<file path="config.mk">
export PLATFORM = sky130hd
export DESIGN_NAME = conv2d_wmem_flat
export DESIGN_NICKNAME = d
export VERILOG_FILES = /design/src/rtl/conv2d_wmem_if.sv /design/src/rtl/conv2d_wmem.sv /design/src/flat_wrapper.sv
export SDC_FILE = /design/constraint.sdc
export NUM_CORES = 2
export LEC_CHECK = 0
export ABC_CLOCK_PERIOD_IN_PS = 14650
export BUFFER_PORTS_ARGS = -buffer_cell sky130_fd_sc_hd__buf_2
export CAP_MARGIN = 20
export CORE_MARGIN = 3
export CORE_UTILIZATION = 30
export CTS_CLUSTER_SIZE = 12
export DETAILED_ROUTE_END_ITERATION = 10
export PLACE_DENSITY_LB_ADDON = 0.15
export SLEW_MARGIN = 25
export SYNTH_ARGS = -nofsm -noshare
export SYNTH_HDL_FRONTEND = slang
export SYNTH_SLANG_ARGS = --single-unit
</file>
<file path="constraint.sdc">
create_clock -name clk -period 14.65 [get_ports clk]
set_clock_uncertainty 0.2 [all_clocks]
set_input_delay 0.7325 -clock clk [delete_from_list [all_inputs] [get_ports clk]]
set_output_delay 0.7325 -clock clk [all_outputs]
set_load 0.05 [all_outputs]
</file>
<file path="src/rtl/conv2d_wmem_if.sv">
// rtl/conv2d_wmem_if.sv - result pixel stream and Avalon write-master bundle for conv2d_wmem
// Signals:
//   res_valid/res_data/res_ready     32-bit result pixel stream into the block
//   wmst_ctrl_*                       write-master control (base, length, go, done)
//   wmst_user_*                       write-master data buffer (push, data, full)
// Modports:
//   master  the conv2d_wmem side (consumes pixels, drives the write master)
//   slave   the environment side (produces pixels, acts as the write master)
interface conv2d_wmem_if #(
   parameter int AW = 30,
   parameter int DW = 128
);
   logic          res_valid;
   logic [31:0]   res_data;
   logic          res_ready;
   logic          wmst_ctrl_fixed_location;
   logic [AW-1:0] wmst_ctrl_write_base;
   logic [AW-1:0] wmst_ctrl_write_length;
   logic          wmst_ctrl_go;
   logic          wmst_ctrl_done;
   logic          wmst_user_write_buffer;
   logic [DW-1:0] wmst_user_buffer_data;
   logic          wmst_user_buffer_full;

   modport master (
      input  res_valid, res_data, wmst_ctrl_done, wmst_user_buffer_full,
      output res_ready, wmst_ctrl_fixed_location, wmst_ctrl_write_base,
             wmst_ctrl_write_length, wmst_ctrl_go, wmst_user_write_buffer,
             wmst_user_buffer_data
   );

   modport slave (
      output res_valid, res_data, wmst_ctrl_done, wmst_user_buffer_full,
      input  res_ready, wmst_ctrl_fixed_location, wmst_ctrl_write_base,
             wmst_ctrl_write_length, wmst_ctrl_go, wmst_user_write_buffer,
             wmst_user_buffer_data
   );
endinterface

</file>
<file path="src/rtl/conv2d_wmem.sv">
// rtl/conv2d_wmem.sv - packs 32-bit result pixels into 128-bit beats and writes them to SDRAM
// Ports:
//   clk, rst_n          clock, asynchronous active-low reset
//   param_ena           start; rising edge latches the parameters below
//   param_yaddr         byte base address of the result buffer (16-byte aligned)
//   param_length_out    number of 32-bit result pixels
//   busy                high from the start edge until done_pulse
//   done_pulse          one-cycle completion pulse
//   bus                 pixel stream in + Avalon write-master out (conv2d_wmem_if.master)
// DW must be 128 (four 32-bit lanes, first pixel in lane 0).
module conv2d_wmem #(
   parameter int AW     = 30,
   parameter int DW     = 128,
   parameter int FDEPTH = 8
) (
   input  logic          clk,
   input  logic          rst_n,
   input  logic          param_ena,
   input  logic [AW-1:0] param_yaddr,
   input  logic [17:0]   param_length_out,
   output logic          busy,
   output logic          done_pulse,
   conv2d_wmem_if.master bus
);
   localparam int PW = $clog2(FDEPTH);
   localparam logic [PW:0] FULL_CNT = (PW+1)'(FDEPTH);
   localparam logic [PW:0] LAST_CNT = (PW+1)'(FDEPTH - 1);

   typedef enum logic [2:0] {S_IDLE, S_ARM, S_STREAM, S_WAIT, S_FIN} state_t;
   state_t state;

   logic          ena_q, done_q, go_q;
   logic [AW-1:0] base_q, wlen_q;
   logic [17:0]   len_q, acc_cnt;
   logic [16:0]   beats_q, beat_cnt, beats_in;
   logic [DW-1:0] pack_q, pack_nxt, beat_q;
   logic          beat_vld;
   logic [DW-1:0] mem [FDEPTH];
   logic [PW-1:0] wptr, rptr;
   logic [PW:0]   count;
   logic          rise, push, pop, push_fills, fifo_full, accept, last_pix, beat_end;

   assign rise      = param_ena & ~ena_q;
   assign beats_in  = {1'b0, param_length_out[17:2]} + {16'd0, |param_length_out[1:0]};
   assign fifo_full = (count == FULL_CNT);
   assign push      = beat_vld;
   assign pop       = (count != '0) & ~bus.wmst_user_buffer_full &
                      ((state == S_STREAM) | (state == S_WAIT));
   // A pending push that lands on the last free slot must stall the stream this cycle,
   // otherwise a beat completed next cycle would have nowhere to go.
   assign push_fills = push & ~pop & (count == LAST_CNT);

   assign bus.res_ready = (state == S_STREAM) & (acc_cnt < len_q) & ~fifo_full & ~push_fills;
   assign accept        = bus.res_valid & bus.res_ready;
   assign last_pix      = (acc_cnt == len_q - 18'd1);
   assign beat_end      = (acc_cnt[1:0] == 2'd3) | last_pix;

   always_comb begin
      pack_nxt = pack_q;
      pack_nxt[{acc_cnt[1:0], 5'd0} +: 32] = bus.res_data;
   end

   assign bus.wmst_ctrl_fixed_location = 1'b0;
   assign bus.wmst_ctrl_write_base     = base_q;
   assign bus.wmst_ctrl_write_length   = wlen_q;
   assign bus.wmst_ctrl_go             = go_q;
   assign bus.wmst_user_write_buffer   = pop;
   assign bus.wmst_user_buffer_data    = (count != '0) ? mem[rptr] : '0;

   always_ff @(posedge clk) begin
      if (push) mem[wptr] <= beat_q;
   end

   always_ff @(posedge clk or negedge rst_n) begin
      if (!rst_n) begin
         state      <= S_IDLE;
         ena_q      <= 1'b0;
         done_q     <= 1'b0;
         go_q       <= 1'b0;
         busy       <= 1'b0;
         done_pulse <= 1'b0;
         base_q     <= '0;
         wlen_q     <= '0;
         len_q      <= '0;
         beats_q    <= '0;
         acc_cnt    <= '0;
         beat_cnt   <= '0;
         pack_q     <= '0;
         beat_q     <= '0;
         beat_vld   <= 1'b0;
         wptr       <= '0;
         rptr       <= '0;
         count      <= '0;
      end else begin
         ena_q      <= param_ena;
         done_q     <= bus.wmst_ctrl_done;
         go_q       <= 1'b0;
         done_pulse <= 1'b0;
         beat_vld   <= 1'b0;

         if (accept) begin
            acc_cnt <= acc_cnt + 18'd1;
            if (beat_end) begin
               // Unused lanes of a tail beat are still zero from the previous clear.
               beat_q   <= pack_nxt;
               beat_vld <= 1'b1;
               pack_q   <= '0;
            end else begin
               pack_q <= pack_nxt;
            end
         end

         if (push) begin
            wptr <= wptr + 1'b1;
            if (beat_cnt != '1) beat_cnt <= beat_cnt + 17'd1;
         end
         if (pop) rptr <= rptr + 1'b1;
         count <= count + (PW+1)'(push) - (PW+1)'(pop);

         case (state)
            S_IDLE: begin
               if (rise) begin
                  base_q   <= param_yaddr;
                  len_q    <= param_length_out;
                  beats_q  <= beats_in;
                  wlen_q   <= AW'({beats_in, 4'b0000});
                  acc_cnt  <= '0;
                  beat_cnt <= '0;
                  pack_q   <= '0;
                  busy     <= 1'b1;
                  state    <= S_ARM;
               end
            end
            S_ARM: begin
               if (len_q == '0) begin
                  busy       <= 1'b0;
                  done_pulse <= 1'b1;
                  state      <= S_FIN;
               end else begin
                  go_q  <= 1'b1;
                  state <= S_STREAM;
               end
            end
            S_STREAM: begin
               if ((acc_cnt == len_q) && (beat_cnt == beats_q) && !beat_vld && (count == '0))
                  state <= S_WAIT;
            end
            S_WAIT: begin
               // Done edges seen before this state are protocol errors and are dropped.
               if (bus.wmst_ctrl_done && !done_q) begin
                  busy       <= 1'b0;
                  done_pulse <= 1'b1;
                  state      <= S_FIN;
               end
            end
            S_FIN: begin
               state <= S_IDLE;
            end
            default: state <= S_IDLE;
         endcase
      end
   end
endmodule
</file>
<file path="src/flat_wrapper.sv">
// flat-port wrapper written by rule: the top's interface ports become plain ports
module conv2d_wmem_flat 
#(
   parameter int AW     = 30,
   parameter int DW     = 128,
   parameter int FDEPTH = 8
)
  (clk, rst_n, param_ena, param_yaddr, param_length_out, busy, done_pulse, bus_res_valid, bus_res_data, bus_wmst_ctrl_done, bus_wmst_user_buffer_full, bus_res_ready, bus_wmst_ctrl_fixed_location, bus_wmst_ctrl_write_base, bus_wmst_ctrl_write_length, bus_wmst_ctrl_go, bus_wmst_user_write_buffer, bus_wmst_user_buffer_data);
  conv2d_wmem_if #(.AW(AW), .DW(DW)) bus_i ();
  input  logic clk;
  input  logic rst_n;
  input  logic param_ena;
  input  logic [AW-1:0] param_yaddr;
  input  logic [17:0] param_length_out;
  output logic busy;
  output logic done_pulse;
  input wire logic [$bits(bus_i.res_valid)-1:0] bus_res_valid;
  input wire logic [$bits(bus_i.res_data)-1:0] bus_res_data;
  input wire logic [$bits(bus_i.wmst_ctrl_done)-1:0] bus_wmst_ctrl_done;
  input wire logic [$bits(bus_i.wmst_user_buffer_full)-1:0] bus_wmst_user_buffer_full;
  output wire logic [$bits(bus_i.res_ready)-1:0] bus_res_ready;
  output wire logic [$bits(bus_i.wmst_ctrl_fixed_location)-1:0] bus_wmst_ctrl_fixed_location;
  output wire logic [$bits(bus_i.wmst_ctrl_write_base)-1:0] bus_wmst_ctrl_write_base;
  output wire logic [$bits(bus_i.wmst_ctrl_write_length)-1:0] bus_wmst_ctrl_write_length;
  output wire logic [$bits(bus_i.wmst_ctrl_go)-1:0] bus_wmst_ctrl_go;
  output wire logic [$bits(bus_i.wmst_user_write_buffer)-1:0] bus_wmst_user_write_buffer;
  output wire logic [$bits(bus_i.wmst_user_buffer_data)-1:0] bus_wmst_user_buffer_data;
  assign bus_i.res_valid = bus_res_valid;
  assign bus_i.res_data = bus_res_data;
  assign bus_i.wmst_ctrl_done = bus_wmst_ctrl_done;
  assign bus_i.wmst_user_buffer_full = bus_wmst_user_buffer_full;
  assign bus_res_ready = bus_i.res_ready;
  assign bus_wmst_ctrl_fixed_location = bus_i.wmst_ctrl_fixed_location;
  assign bus_wmst_ctrl_write_base = bus_i.wmst_ctrl_write_base;
  assign bus_wmst_ctrl_write_length = bus_i.wmst_ctrl_write_length;
  assign bus_wmst_ctrl_go = bus_i.wmst_ctrl_go;
  assign bus_wmst_user_write_buffer = bus_i.wmst_user_write_buffer;
  assign bus_wmst_user_buffer_data = bus_i.wmst_user_buffer_data;
  conv2d_wmem #(.AW(AW), .DW(DW), .FDEPTH(FDEPTH)) u_core (.clk(clk), .rst_n(rst_n), .param_ena(param_ena), .param_yaddr(param_yaddr), .param_length_out(param_length_out), .busy(busy), .done_pulse(done_pulse), .bus(bus_i));
endmodule
</file>
==> results.md <==
- The DRC violations left is 0.
- The mean post-synth cell area is about 16 um^2.
- The period utilization is 0.421.
- The classification of the worst-slack hold path is input port to flop.
- The number of synthesis warnings is 0.
- The number of failing setup endpoints in the final timing report is 0.
- The final period demand of the worst path is a little over 6000 ps.
- The first-pass iteration count of the detailed router is 5.
- The die covers roughly 200000 um^2.
- The number of buffers on the longest clock path is 3.
- The via density per instance is 4.96.
- Max-cap violations in this run came to 0.
- Clock-pin slew was measured on the worst setup and hold paths at approximately 60 ps.
- For this design the static power due to leakage is about 24 nW.
- The post-detailed-placement half-perimeter wirelength is between 90000 and 100000 um.
- The detailed-route via count is ~32000.
- The post-detailed-routing wire length is between 150000 and 200000 um.
- The H-tree depth is 4.
- Routability-driven placement finished with a final weighted congestion of 0.763.
- The final hold violation count is 0.
- The worst setup path category is flop to output port.
- The initial utilization of the core area, before any placement, comes to 0.302.
- The capturing point of the worst reg2reg path is u_core.pack_q[121].
- The tightest slew margin relative to the limit is 0.299.
- The die is 446 um tall.
- For this design, the sink count on the clock tree is between 1000 and 1500.
- The family of cells with the greatest summed delay on the critical path is buffers and inverters.
- The floorplan has approximately 160 rows.
- In the global route stage, overall resource usage came out at 0.160.
- The average wire per cell in the routed design is around 25 um.
- The highest attainable clock frequency is roughly 160 MHz.
- From left edge to right edge, the die measures 446 um.
- Setup repair after global routing left no endpoint under its margin.
- The largest fanout on the critical path is 47.
- The number of antenna violations at the first check in global routing is 22.
- By instance count, the cell type seen most on the critical path is buf_4.
- In this design, the stage delay of the slowest critical-path cell is slightly below 1000 ps.
- The number of global-route vias before repair was around 33000.
- The share of synthesized area in the top cell type comes to 0.528.
- The combined area of the multi-input logic cells is between 15000 and 20000 um^2.
- The worst-case hold path end point is u_core.len_q[4].
- At the pin with the least slew margin, the transition time is 1050 ps.
- The iteration-0 DRC count of the detailed router is 2633.
- For this design the ratio of total power to cell area is around 220 nW/um^2.
- The number of enable flip-flop cells after synthesis is between 1000 and 1500.
- The flip-flop and latch area is between 40000 and 50000 um^2.
- Counting the buffers created by CTS gives 159.
- STA classifies the critical path endpoint as an output port.
- Across the VDD grid, the largest voltage drop is 0.135 mV.
- The biggest area contributor in the post-synthesis netlist is edfxtp_1.
- The worst setup path is launched from a flop.
- The count of buffer and inverter cells on the critical path is 4.
- The count of nets left with antenna violations after detail routing is 0.
- Entering global routing, the biggest net connects approximately 170 pins.
- After filler insertion, the fill cell instance count of the layout stands at roughly 18000.
- The number of cells on the worst reg-to-reg path is 16.
- By area the synthesized netlist is led by edfxtp_1, dfrtp_1, mux4_2.
- The hold path depth is 3.
- The first global-routing pass estimated 235000 um of wire.
- Clock tree synthesis selected as its root buffer the cell clkbuf_16.
- The start point of the worst hold path is param_length_out[4].
- STA puts the critical path data arrival time at 5230 ps.
- The number of cells produced by synthesis is ~3600.
- At the later pin of the worst-skew pair, clock insertion delay measures 800 ps.
- TritonCTS built the clock tree.
- Walking the worst path, the cells encountered are buf_4 > buf_6 > buf_4 > mux4_2 > mux2i_1 > nor2_1 > buf_2.
- The growth of design area from synthesis to finish is 15.9%.
- The number of buffers added on ports is around 270.
- The share of synthesized flip-flops with an asynchronous set or reset is 0.268.
- In this run the count of I/O pins placed on the die edge is 280.
- The register bit count reported by yosys is about 1400.
- The slack of the worst reg-to-reg path is between 8000 and 9000 ps.
- The sequential cell area fraction in the yosys report is 0.690.
- For the final routed database, the setup TNS stands at 0 ps.
- The netlist uses 66 different library cells.
- The data required time at the worst endpoint is ~14000 ps.
- The run finished with clean final reports.
- On the final layout, the worst hold slack is 90.4 ps.
- In the final design database the tool counted about 4000 nets.
- The startpoint identified for the worst register-to-register timing path is u_core.count[2].
- The area of the mapped netlist is just under 60000 um^2.
- After floorplanning, the core was sized to cover around 190000 um^2.
- The remaining global-route overflow is 0.
- The layout cell share with drive strength beyond 1 is 0.259.
- The max-slew violation count is 0.
- The slowest cell on the critical path is dfrtp_4.
- In the synthesized netlist the dominant register cell turns out to be edfxtp_1.
==> cells in the final DEF, fill, tap and decap left out, drive strengths merged, types with 4 or more instances in the layout <==
master       instances
xor2                44
nand3               24
a21o                 4
and4                 9
dfrtp              375
nor4b                6
nor4                20
nand2b             133
a221oi             129
xnor2               41
conb                14
inv                 46
and2                10
o21ai               41
clkinv              62
ha                  39
a31oi                5
mux4               256
a21oi              274
a22oi              129
nand4               14
buf                335
o31ai                4
clkbuf             222
and3                 6
nor3                12
nor2               310
dlygate4sd3         48
diode                8
mux2i              129
or3                  4
edfxtp            1024
nand2              173
==> final cells by class <==
type / count / area share
clock buffer: 222 / 0.0648
sequential: 1399 / 0.595
timing repair buffer: 383 / 0.0368
antenna: 8 / 0.000297
tap: 2526 / 0.0469
clock inverter: 70 / 0.00755
inverter: 43 / 0.00239
multi-input combinational: 1869 / 0.246
==> worst max path at each step <==
stage                                         start                       endpoint  slack [ps]  cells past startpoint
after floorplan                     u_core.beat_vld               u_core.mem[4][0]        4300                      3
after global placement    bus_wmst_user_buffer_full             u_core.pack_q[114]        8480                     14
after detailed placement  bus_wmst_user_buffer_full             u_core.pack_q[121]        8370                     14
after CTS                            u_core.rptr[0]  bus_wmst_user_buffer_data[93]        7850                      7
after global routing                 u_core.rptr[0]  bus_wmst_user_buffer_data[77]        7930                      7
final                                u_core.rptr[0]  bus_wmst_user_buffer_data[77]        8480                      7
==> metrics by stage <==
step           total power [mW]  setup slack [ps]  instances  area [um^2]  utilization
3_5_place_dp               11.3              8370       6169        62000        0.321
4_1_cts                    15.1              7850       6509        67300        0.349
2_1_floorplan              9.64              4300       3610        58300            -
5_1_grt                    15.7              7930       6518        67400        0.350
3_3_place_gp               11.3              8480       6169        62000        0.321
6_report                   14.9              8480       6520        67400        0.350
==> cell usage after synthesis (all sizes together) (5+ instances only) <==
cell type / count
buf: 152
nor2: 310
nand2b: 133
ha: 39
inv: 43
and2: 10
and3: 6
nor3: 12
o21ai: 41
a21oi: 274
edfxtp: 1024
and4: 9
xor2: 44
nand4: 14
a22oi: 129
nor4b: 6
xnor2: 41
mux2i: 129
a221oi: 129
nor4: 20
a31oi: 5
clkbuf: 147
mux4: 256
nand2: 173
nand3: 24
dfrtp: 375
==> worst register-to-register path: cells and delay by family, from the launching register on <==
kind,cells,cell delay [ps]
flops,1,350
buf+inv,5,1950
compound gates,4,1610
fa+ha+maj,2,410
simple gates,5,1340
==> where the power goes <==
group	switching [mW]	internal, mW
clock network	1.60	2.14
logic	3.44	1.72
registers	0.817	5.13
total	5.86	8.99
==> cells by family after synthesis <==
logic type	after synthesis	share of synthesized area
AOI/OAI and AO/OA	609	0.0748
xor gates and xnor gates	85	0.0128
adders and majority gates	40	0.00873
buffers and inverters	342	0.0281
DFF	1399	0.690
muxes	387	0.122
other	1	0.0000644
and+or+nand+nor	734	0.0643
==> metal layers <==
| layer | global-route usage | part of all wire | up-vias |
|---|---|---|---|
| met5 | 0 | 0 | - |
| met4 | 0.0444 | 0.024 | 0 |
| met3 | 0.0277 | 0.045 | 227 |
| li1 | - | - | 14400 |
| met1 | 0.225 | 0.46 | 16900 |
| met2 | 0.254 | 0.48 | 811 |
==> state kept, by name, indices dropped and copies added, names as in the netlist, 3 cells and up <==
register,flops
u_core.acc_cnt,18
u_core.beat_cnt,17
u_core.beat_q,128
u_core.beats_q,17
u_core.bus.wmst_ctrl_write_base,30
u_core.count,4
u_core.len_q,18
u_core.mem,1024
u_core.pack_q,128
u_core.rptr,3
u_core.state,3
u_core.wptr,3
==> timing repair <==
item	in CTS	in global routing
hold buffers	48	0
buffers inserted	0	0
resized for setup	0	0
hold endpoints to repair	151	0
Note: power is estimated with default switching activity, not from simulation.
